**src/rtl/res_mem_arbiter_if.sv**
```systemverilog
// res_mem_arbiter_if: requester ports and result-memory bus shared by res_mem_arbiter.
interface res_mem_arbiter_if #(parameter int ADDR_W = 14, parameter int DATA_W = 8);
   logic              req0, we0, lock0, gnt0, rvalid0;
   logic              req1, we1, lock1, gnt1, rvalid1;
   logic [ADDR_W-1:0] addr0, addr1, res_addr;
   logic [DATA_W-1:0] wdata0, wdata1, rdata, res_do, res_di;
   logic              res_rd, res_wr, busy;
   modport slave (
      input  req0, we0, lock0, addr0, wdata0, req1, we1, lock1, addr1, wdata1, res_di,
      output gnt0, gnt1, rvalid0, rvalid1, rdata, res_rd, res_wr, res_addr, res_do, busy
   );
   modport master (
      output req0, we0, lock0, addr0, wdata0, req1, we1, lock1, addr1, wdata1, res_di,
      input  gnt0, gnt1, rvalid0, rvalid1, rdata, res_rd, res_wr, res_addr, res_do, busy
   );
endinterface

```
**src/rtl/res_mem_arbiter.sv**
```systemverilog
// res_mem_arbiter: round-robin arbiter sharing the res memory between two requesters.
// Define RES_ARB_LOCK_EN to let a locked owner keep the grant for up to MAX_LOCK accesses.
module res_mem_arbiter #(
   parameter int ADDR_W   = 14,
   parameter int DATA_W   = 8,
   parameter int RR_INIT  = 0,
   parameter int MAX_LOCK = 64
) (
   input logic               clk,
   input logic               reset,
   res_mem_arbiter_if.slave  bus
);
   logic              ptr, sel, sel_rr, any, we_w, rd_tag;
   logic              rd_q, wr_q, v0_q, v1_q, busy_q;
   logic [ADDR_W-1:0] addr_q;
   logic [DATA_W-1:0] do_q;
   assign any    = bus.req0 | bus.req1;
   assign sel_rr = bus.req1 & (~bus.req0 | ptr);
`ifdef RES_ARB_LOCK_EN
   logic       owner, owner_vld, own_lock, forced, lock_w;
   logic [6:0] lock_cnt;
   assign own_lock = owner_vld & (owner ? bus.req1 & bus.lock1 : bus.req0 & bus.lock0);
   assign forced   = own_lock & (lock_cnt >= 7'(MAX_LOCK)) & (owner ? bus.req0 : bus.req1);
   assign sel      = forced ? ~owner : own_lock ? owner : sel_rr;
   assign lock_w   = sel ? bus.lock1 : bus.lock0;
   // a grant that starts a new locked run counts as the first of that run
   always_ff @(posedge clk or negedge reset) begin
      if (!reset) begin
         owner     <= 1'b0;
         owner_vld <= 1'b0;
         lock_cnt  <= '0;
      end else if (any) begin
         owner     <= sel;
         owner_vld <= 1'b1;
         lock_cnt  <= (forced | ~lock_w) ? '0 :
                      (owner_vld & (sel == owner)) ? lock_cnt + 7'(lock_cnt != '1) : 7'd1;
      end
   end
`else
   logic unused_lock;
   assign unused_lock = bus.lock0 ^ bus.lock1 ^ (MAX_LOCK != 0);
   assign sel         = sel_rr;
`endif
   assign we_w     = sel ? bus.we1 : bus.we0;
   assign bus.gnt0 = reset & any & ~sel;
   assign bus.gnt1 = reset & any & sel;
   always_ff @(posedge clk or negedge reset) begin
      if (!reset) begin
         ptr    <= 1'(RR_INIT);
         rd_tag <= 1'b0;
         rd_q   <= 1'b0;
         wr_q   <= 1'b0;
         v0_q   <= 1'b0;
         v1_q   <= 1'b0;
         busy_q <= 1'b0;
         addr_q <= '0;
         do_q   <= '0;
      end else begin
         rd_q   <= any & ~we_w;
         wr_q   <= any & we_w;
         v0_q   <= rd_q & ~rd_tag;
         v1_q   <= rd_q & rd_tag;
         busy_q <= any | rd_q;
         if (any) begin
            ptr    <= ~sel;
            rd_tag <= sel;
            addr_q <= sel ? bus.addr1 : bus.addr0;
            do_q   <= sel ? bus.wdata1 : bus.wdata0;
         end
      end
   end
   assign bus.res_rd   = rd_q;
   assign bus.res_wr   = wr_q;
   assign bus.res_addr = addr_q;
   assign bus.res_do   = do_q;
   assign bus.rvalid0  = v0_q;
   assign bus.rvalid1  = v1_q;
   assign bus.busy     = busy_q;
   assign bus.rdata    = bus.res_di;
endmodule
```
**src/flat_wrapper.sv**
```systemverilog
// flat-port wrapper written by rule: the top's interface ports become plain ports
module res_mem_arbiter_flat 
#(
   parameter int ADDR_W   = 14,
   parameter int DATA_W   = 8,
   parameter int RR_INIT  = 0,
   parameter int MAX_LOCK = 64
)
  (clk, reset, bus_req0, bus_we0, bus_lock0, bus_addr0, bus_wdata0, bus_req1, bus_we1, bus_lock1, bus_addr1, bus_wdata1, bus_res_di, bus_gnt0, bus_gnt1, bus_rvalid0, bus_rvalid1, bus_rdata, bus_res_rd, bus_res_wr, bus_res_addr, bus_res_do, bus_busy);
  res_mem_arbiter_if #(.ADDR_W(ADDR_W), .DATA_W(DATA_W)) bus_i ();
  input logic clk;
  input logic reset;
  input wire logic [$bits(bus_i.req0)-1:0] bus_req0;
  input wire logic [$bits(bus_i.we0)-1:0] bus_we0;
  input wire logic [$bits(bus_i.lock0)-1:0] bus_lock0;
  input wire logic [$bits(bus_i.addr0)-1:0] bus_addr0;
  input wire logic [$bits(bus_i.wdata0)-1:0] bus_wdata0;
  input wire logic [$bits(bus_i.req1)-1:0] bus_req1;
  input wire logic [$bits(bus_i.we1)-1:0] bus_we1;
  input wire logic [$bits(bus_i.lock1)-1:0] bus_lock1;
  input wire logic [$bits(bus_i.addr1)-1:0] bus_addr1;
  input wire logic [$bits(bus_i.wdata1)-1:0] bus_wdata1;
  input wire logic [$bits(bus_i.res_di)-1:0] bus_res_di;
  output wire logic [$bits(bus_i.gnt0)-1:0] bus_gnt0;
  output wire logic [$bits(bus_i.gnt1)-1:0] bus_gnt1;
  output wire logic [$bits(bus_i.rvalid0)-1:0] bus_rvalid0;
  output wire logic [$bits(bus_i.rvalid1)-1:0] bus_rvalid1;
  output wire logic [$bits(bus_i.rdata)-1:0] bus_rdata;
  output wire logic [$bits(bus_i.res_rd)-1:0] bus_res_rd;
  output wire logic [$bits(bus_i.res_wr)-1:0] bus_res_wr;
  output wire logic [$bits(bus_i.res_addr)-1:0] bus_res_addr;
  output wire logic [$bits(bus_i.res_do)-1:0] bus_res_do;
  output wire logic [$bits(bus_i.busy)-1:0] bus_busy;
  assign bus_i.req0 = bus_req0;
  assign bus_i.we0 = bus_we0;
  assign bus_i.lock0 = bus_lock0;
  assign bus_i.addr0 = bus_addr0;
  assign bus_i.wdata0 = bus_wdata0;
  assign bus_i.req1 = bus_req1;
  assign bus_i.we1 = bus_we1;
  assign bus_i.lock1 = bus_lock1;
  assign bus_i.addr1 = bus_addr1;
  assign bus_i.wdata1 = bus_wdata1;
  assign bus_i.res_di = bus_res_di;
  assign bus_gnt0 = bus_i.gnt0;
  assign bus_gnt1 = bus_i.gnt1;
  assign bus_rvalid0 = bus_i.rvalid0;
  assign bus_rvalid1 = bus_i.rvalid1;
  assign bus_rdata = bus_i.rdata;
  assign bus_res_rd = bus_i.res_rd;
  assign bus_res_wr = bus_i.res_wr;
  assign bus_res_addr = bus_i.res_addr;
  assign bus_res_do = bus_i.res_do;
  assign bus_busy = bus_i.busy;
  res_mem_arbiter #(.ADDR_W(ADDR_W), .DATA_W(DATA_W), .RR_INIT(RR_INIT), .MAX_LOCK(MAX_LOCK)) u_core (.clk(clk), .reset(reset), .bus(bus_i));
endmodule
```
**config.mk**
```make
export PLATFORM = sky130hd
export DESIGN_NAME = res_mem_arbiter_flat
export DESIGN_NICKNAME = d
export VERILOG_FILES = /design/src/rtl/res_mem_arbiter_if.sv /design/src/rtl/res_mem_arbiter.sv /design/src/flat_wrapper.sv
export SDC_FILE = /design/constraint.sdc
export NUM_CORES = 1
export LEC_CHECK = 0
export ABC_AREA = 1
export CORE_ASPECT_RATIO = 0.8
export CORE_MARGIN = 3
export CORE_UTILIZATION = 37
export CTS_CLUSTER_DIAMETER = 120
export CTS_CLUSTER_SIZE = 16
export DETAILED_ROUTE_END_ITERATION = 10
export GPL_TIMING_DRIVEN = 0
export PLACE_DENSITY = 0.95
export SLEW_MARGIN = 20
export SYNTH_ARGS = -nofsm -noshare
export SYNTH_HDL_FRONTEND = slang
export SYNTH_SLANG_ARGS = --single-unit
```
**constraint.sdc**
```tcl
create_clock -name clk -period 2.8 [get_ports clk]
set_input_delay 0.56 -clock clk [delete_from_list [all_inputs] [get_ports clk]]
set_output_delay 0.56 -clock clk [all_outputs]
set_load 0.05 [all_outputs]
```
==> results of run 1 <==
## critical path, cell delays in order
cell and delay [ns]:
clkdlybuf4s50_1 0.55, a21boi_4 0.27, clkbuf_4 0.26, nand2_1 0.08, inv_2 0.07, clkdlybuf4s18_2 0.36
## power by group
group	internal [mW]	total [mW]	leakage (nW)	switching (mW)
registers	0.468	0.495	0.351	0.0264
logic	0.190	0.494	0.683	0.304
clock network	0.194	0.336	0.0443	0.142
## flip-flops by register name, indices dropped and copies added (netlist names)
register             count
u_core.ptr               1
u_core.bus.res_do        8
u_core.bus.res_rd        1
u_core.bus.res_wr        1
u_core.bus.rvalid0       1
u_core.rd_tag            1
u_core.bus.res_addr     14
u_core.bus.rvalid1       1
u_core.bus.busy          1
## metal layers
layer | routed length [um] | up-vias | GRT usage
li1 | - | 692 | -
met1 | 1560 | 694 | 0.214
met2 | 2090 | 56 | 0.334
met3 | 322 | 5 | 0.0739
met4 | 34 | 0 | 0.0447
met5 | 0 | - | 0
## stage by stage
| stage | hold WS (ns) | cells |
|---|---|---|
| after global placement | 0.433 | 286 |
| after detailed placement | 0.436 | 286 |
| after CTS | 0.340 | 293 |
| after floorplan | 0.264 | 161 |
| after global routing | 0.379 | 293 |
| final | 0.324 | 293 |
## cells by family after synthesis
logic type	synth area share
buffers and inverters	0.0983
and+or+nand+nor	0.346
AOI/OAI and AO/OA	0.0122
DFF	0.543
## final cells by class
type / count / area [um^2] / area share
multi-input combinational: 108 / 487 / 0.209
tap: 40 / 50.0 / 0.0215
inverter: 7 / 26.3 / 0.0113
timing repair buffer: 85 / 845 / 0.363
buffer: 17 / 108 / 0.0462
sequential: 29 / 726 / 0.312
clock buffer: 7 / 86.3 / 0.0371
## path summary, 6_finish.rpt
kind,cells after the start,from,to
min in group clk,1,u_core.rd_tag,u_core.bus.rvalid0
worst min register to register,1,u_core.rd_tag,u_core.bus.rvalid0
max in group asynchronous,1,reset,u_core.bus.res_do[5]
worst max-delay path,6,bus_req0,bus_gnt0
worst max register to register,5,u_core.ptr,u_core.bus.res_do[6]
worst min-delay path,1,reset,u_core.bus.res_addr[4]
## placed cells by master, fill, tap and decap left out, drive strengths merged
| master | n |
|---|---|
| nand3 | 46 |
| clkbuf | 8 |
| a21boi | 1 |
| clkdlybuf4s18 | 1 |
| dfrtp | 29 |
| clkdlybuf4s50 | 82 |
| o21ai | 1 |
| dlygate4sd2 | 1 |
| nor2 | 5 |
| buf | 17 |
| inv | 7 |
| nand2 | 55 |
==> metrics, run 1 <==
post-layout util 0.713; DRT Pass-1 Iters 4; Max transition margin 0.557; post-route ant nets 0; Synth cell types 12; Yosys reg bits 29; Setup violations, final 0; TritonCTS clock tree built; number of global-route vias before repair 1410; Crit path arrival time roughly 2.2 ns; clock slew at reported path FFs roughly 0.06 ns; setup slack, reg-to-reg around 1.6 ns; Tot GR Track Use 0.189; cts hold-fix bufs 0; number of gates resized after CTS 4; Die ar. between 0.004 and 0.005 mm^2; Post-synth ARST share 1.00; leading area contributor after synthesis dfrtp_1; synth warn 0; P&R area growth vs syn 74.2%; minimum clock period about 2.7 ns; Syn Nets 221; post-CTS repair timing setup buffer count 0; Final WS setup 0.0850 ns; pwr dens ~570 mW/mm^2; Fmax around 370 MHz; Place WS -0.402 ns; Avg Synthesized Cell Area approximately 8.3 um^2; final WL ~4000 um; worst vdd ir around 0.00047 V; WL/cell 13.7 um; crit path kind input port to output port; Crit. End Element output port; count of final hold-check violations 0; IO Count slightly below 100; Post-DP Area 0.00223 mm^2; Starting DRT DRC Count 85; CP max FO 10; worst-skew pair later-pin latency 0.27 ns; Core Rows 18; Die H around 60 um; largest cells by area after synthesis dfrtp_1, nand3_1, nand2_1, buf_4, buf_2; root buf cell clkbuf_8; CORE AREA approximately 0.0033 mm^2; total grt overflow 0; max cap viols 0; fin crit share 0.970; largest net degree at the start of global routing 32; worst min path class input port to async pin; port bufs 85; n_diodes 0; Post-DP HPWL a little over 3000 um; DR DRC count 0; Final Slew Violations 0; initial antenna violation count 0; status finished, final reports clean; Gate Count Post-Synth between 150 and 200; top-area cell type share of the netlist area 0.543; first-pass GRT wire length ~6300 um; share of the yosys chip area belonging to registers 0.543; setup_tns 0 ns; CTS Buf Count 5; worst slew pin tran 0.665 ns; layout cells sized above 1 0.107; CP required around 2.2 ns; number of enable flip-flop cells after synthesis 0; Synth Flop Type dfrtp_1; Synth top cells by count nand2_1, nand3_1, dfrtp_1; NumNets Final about 310; Placer Congestion between 0.7 and 0.8; count leader, synth nand2_1; Synth Cell Area 0.00134 mm^2; final worst clock skew 0.00235 ns; initial core utilization 0.409; CP startpoint kind input port; fillers 273; clock sinks 29; post-route cell area between 0.002 and 0.0025 mm^2; static leakage approximately 1.1 nW; vias 1447; die width approximately 73 um; Vias/cell between 4 and 5; PnR Total Power approximately 1.3 mW; htree depth 2; CTS max path bufs 2
Note: power is estimated with default switching activity, not from simulation.
==> inputs of run 2 (changes only) <==
--- a/config.mk
+++ b/config.mk
@@ -5,10 +5,9 @@
 export SDC_FILE = /design/constraint.sdc
 export NUM_CORES = 1
 export LEC_CHECK = 0
-export ABC_AREA = 1
 export CORE_ASPECT_RATIO = 0.8
 export CORE_MARGIN = 3
-export CORE_UTILIZATION = 37
+export CORE_UTILIZATION = 40
 export CTS_CLUSTER_DIAMETER = 120
 export CTS_CLUSTER_SIZE = 16
 export DETAILED_ROUTE_END_ITERATION = 10
==> run 2 against run 1 <==
Clock power down 1%. Clock skew grew 0.0032 ns. Sequential cell count stayed put. Global-route usage up 1.3 points. Largest cell class unchanged.
==> metrics, run 2 <==
P&R area growth vs syn 63.3%; NetSw 0.509 mW (+7.7%); Die H 61.9 um (+3.6%); initial core utilization 0.435 (+0.0258); CTS max path bufs 2 (unchanged); Post-synth ARST share 1.00 (unchanged); max cap viols 0 (unchanged); Clock power frac 0.237 (-0.017); Crit. End Element output port; CP startpoint kind input port; DRT Pass-1 Iters 4 (unchanged); Starting DRT DRC Count 82 (-3.5%); Post-Synth Adder-Cell Area 0 (unchanged); Die ar. 0.00469 mm^2 (+7.3%); CP required 2.24 ns (about the same); NumNets Final 283 (-9.6%); Sequential Power Share 0.356 (-0.017); TritonCTS clock tree built; simple-gate share of the synthesized area 0.126 (-0.221); Gate Count Post-Synth 131 (-19%); crit path kind input port to output port; vias 1447 (unchanged); proportion of synthesized area in mux cells 0 (unchanged); port bufs 85 (unchanged); fin crit share 0.967 (-0.00247); Tot GR Track Use 0.202 (+0.0134); root buf cell clkbuf_8; worst vdd ir 0.000223 V (-52%); Internal 0.888 mW (+4.1%); slowest cell on the critical path clkdlybuf4s50_1; Largest stage delay, worst path 0.51 ns (-0.04 ns); worst slew pin tran 0.673 ns (+0.00803 ns); Synth Flop Type dfrtp_1; Yosys reg bits 29 (unchanged); WL/cell 16.4 um (+20%); static leakage 1.08 nW (-0.23%); Crit path max-delay family buffers and inverters; Placer Congestion 0.792 (+9.9%); worst min path class input port to async pin; synth warn 0 (unchanged); Synth cell types 19 (+7); max FFs per register 14 (unchanged); Avg Synthesized Cell Area 11.9 um^2 (+44%); CTS Buf Count 5 (unchanged); number of global-route vias before repair 1437 (+1.9%); count leader, synth dfrtp_1; Synth Cell Area 0.00156 mm^2 (+17%); largest cells by area after synthesis dfrtp_1, o221a_1, a211o_1, nor2b_1, buf_4; minimum clock period 2.71 ns (-0.00693 ns); share of the yosys chip area belonging to registers 0.465 (-0.0783); leading area contributor after synthesis dfrtp_1; Final Slew Violations 0 (unchanged); number of enable flip-flop cells after synthesis 0 (unchanged); clock slew at reported path FFs 0.06 ns (about the same); top-area cell type share of the netlist area 0.465 (-0.0783); CORE AREA 0.00359 mm^2 (+9.9%); critical path buffer and inverter count 4 (unchanged); Final WS setup 0.0920 ns (+0.00693 ns); cells along the critical path clkdlybuf4s50_1 -> buf_6 -> buf_8 -> a21boi_1 -> and2_1 -> clkdlybuf4s18_2; initial antenna violation count 0 (unchanged); Fmax 369 MHz (+0.26%); Compound-Gate Fraction of Synth Area 0.303 (+0.291); met3 WL 325 um (+0.93%); htree depth 2 (unchanged); RSZ-0062 raised after global routing no; largest family of logic cells by synthesized area compound AO/OA/AOI/OAI gates; Max transition margin 0.552 (-0.00535); n_diodes 0 (unchanged); routed wl met2 2110 um (+0.91%); DR top layer met4; sw frac 0.364 (+0.00787); pwr dens 548 mW/mm^2 (-3.8%); setup_tns 0 ns (unchanged); Setup violations, final 0 (unchanged); DR DRC count 0 (unchanged); crit path from bus_req0; first-pass GRT wire length 7040 um (+12%); Place WS -0.346 ns (+0.0566 ns); final WL 4540 um (+13%); post-route ant nets 0 (unchanged); CP max FO 10 (unchanged); IO Count 97 (unchanged); Synth top cells by count dfrtp_1, a211o_1, o221a_1; post-synthesis xor/xnor area fraction 0 (unchanged); Crit path arrival time 2.15 ns (about the same); clock sinks 29 (unchanged); total grt overflow 0 (unchanged); most frequent cells in the layout clkdlybuf4s50_1, dfrtp_1, a211o_1, o221a_1, nor2b_1; worst-skew pair later-pin latency 0.28 ns (about the same); post-CTS repair timing setup buffer count 0 (unchanged); layout cells sized above 1 0.134 (+0.0272); status finished, final reports clean; largest net degree at the start of global routing 32 (unchanged); combinational fraction of design power 0.407 (+0.034); WL met1 2010 um (+29%); Post-DP HPWL 3480 um (+12%); Core Rows 19 (+1); final worst clock skew 0.00555 ns (+0.00321 ns); count of final hold-check violations 0 (unchanged); Syn Nets 191 (-14%); Vias/cell 5.24 (+6.2%); R2R Path Start u_core.ptr; leading cell type in the layout, fill and taps excluded clkdlybuf4s50_1; die width 75.9 um (+3.6%)
run 2: logic make-up (layout without fill, tap and decap cells):
logic type / after synthesis / after routing
buf+inv: 23 / 116
simple gates: 30 / 30
compound gates: 49 / 49
flops: 29 / 29
run 2: timing repair:
action                                  in CTS  in global routing
endpoints found under the setup margin       2                  2
gates resized for setup                      4                  3
hold buffers                                 0                  0
run 2: cell type report:
| class | count | area (um^2) |
|---|---|---|
| Multi-Input combinational cell | 79 | 669 |
| Sequential cell | 29 | 726 |
| Fill cell | 283 | 1040 |
| Buffer | 21 | 159 |
| Tap cell | 52 | 65.1 |
| Clock inverter | 2 | 10.0 |
| Clock buffer | 6 | 72.6 |
| Inverter | 2 | 7.51 |
| Timing Repair Buffer | 85 | 841 |
run 2: worst reg2reg max path: stages (launching register included):
cell and delay (ns):
dfrtp_1 0.38, nand2b_1 0.11, buf_2 0.19, nand2_2 0.12, buf_4 0.19, o221a_1 0.25
run 2: per-stage QoR:
stage / area [um^2] / instances / hold WS, ns / power, mW / utilization
2_1_floorplan: 1560 / 131 / 0.264 / 0.847 / -
3_3_place_gp: 2480 / 268 / 0.430 / 1.07 / 0.690
3_5_place_dp: 2470 / 268 / 0.438 / 1.07 / 0.689
4_1_cts: 2550 / 276 / 0.339 / 1.40 / 0.712
5_1_grt: 2550 / 276 / 0.361 / 1.45 / 0.710
6_report: 2550 / 276 / 0.317 / 1.40 / 0.710
run 2: per-layer routing:
metal | vias up | GRT usage
met4 | 0 | 0.0823
met3 | 9 | 0.0273
met5 | - | 0
li1 | 680 | -
met1 | 683 | 0.263
met2 | 75 | 0.341
run 2: worst paths after layout:
check	to	slack [ns]	cells past startpoint
setup / recovery	bus_gnt0	0.09	6
max in group asynchronous	u_core.bus.res_addr[11]	2.05	1
min in group clk	u_core.bus.rvalid0	0.45	1
setup reg to reg	u_core.bus.res_addr[1]	1.44	5
hold reg to reg	u_core.bus.rvalid0	0.45	1
hold / removal	u_core.bus.res_wr	0.32	1
run 2: power groups by stage:
stage	Sequential, mW	Combinational, mW	Clock [mW]
after floorplan	0.673	0.174	0
after global placement	0.501	0.566	0
after detailed placement	0.504	0.571	0
after CTS	0.497	0.571	0.331
after global routing	0.503	0.599	0.352
final	0.497	0.568	0.332
==> inputs of run 3 (changes only) <==
--- a/config.mk
+++ b/config.mk
@@ -9,7 +9,6 @@
 export CORE_MARGIN = 3
 export CORE_UTILIZATION = 40
 export CTS_CLUSTER_DIAMETER = 120
-export CTS_CLUSTER_SIZE = 16
 export DETAILED_ROUTE_END_ITERATION = 10
 export GPL_TIMING_DRIVEN = 0
 export PLACE_DENSITY = 0.95
@@ -17,3 +16,4 @@
 export SYNTH_ARGS = -nofsm -noshare
 export SYNTH_HDL_FRONTEND = slang
 export SYNTH_SLANG_ARGS = --single-unit
+export TNS_END_PERCENT = 50
==> results of run 3 <==
No change in the layout: final DEF, timing and power equal those of run 2.
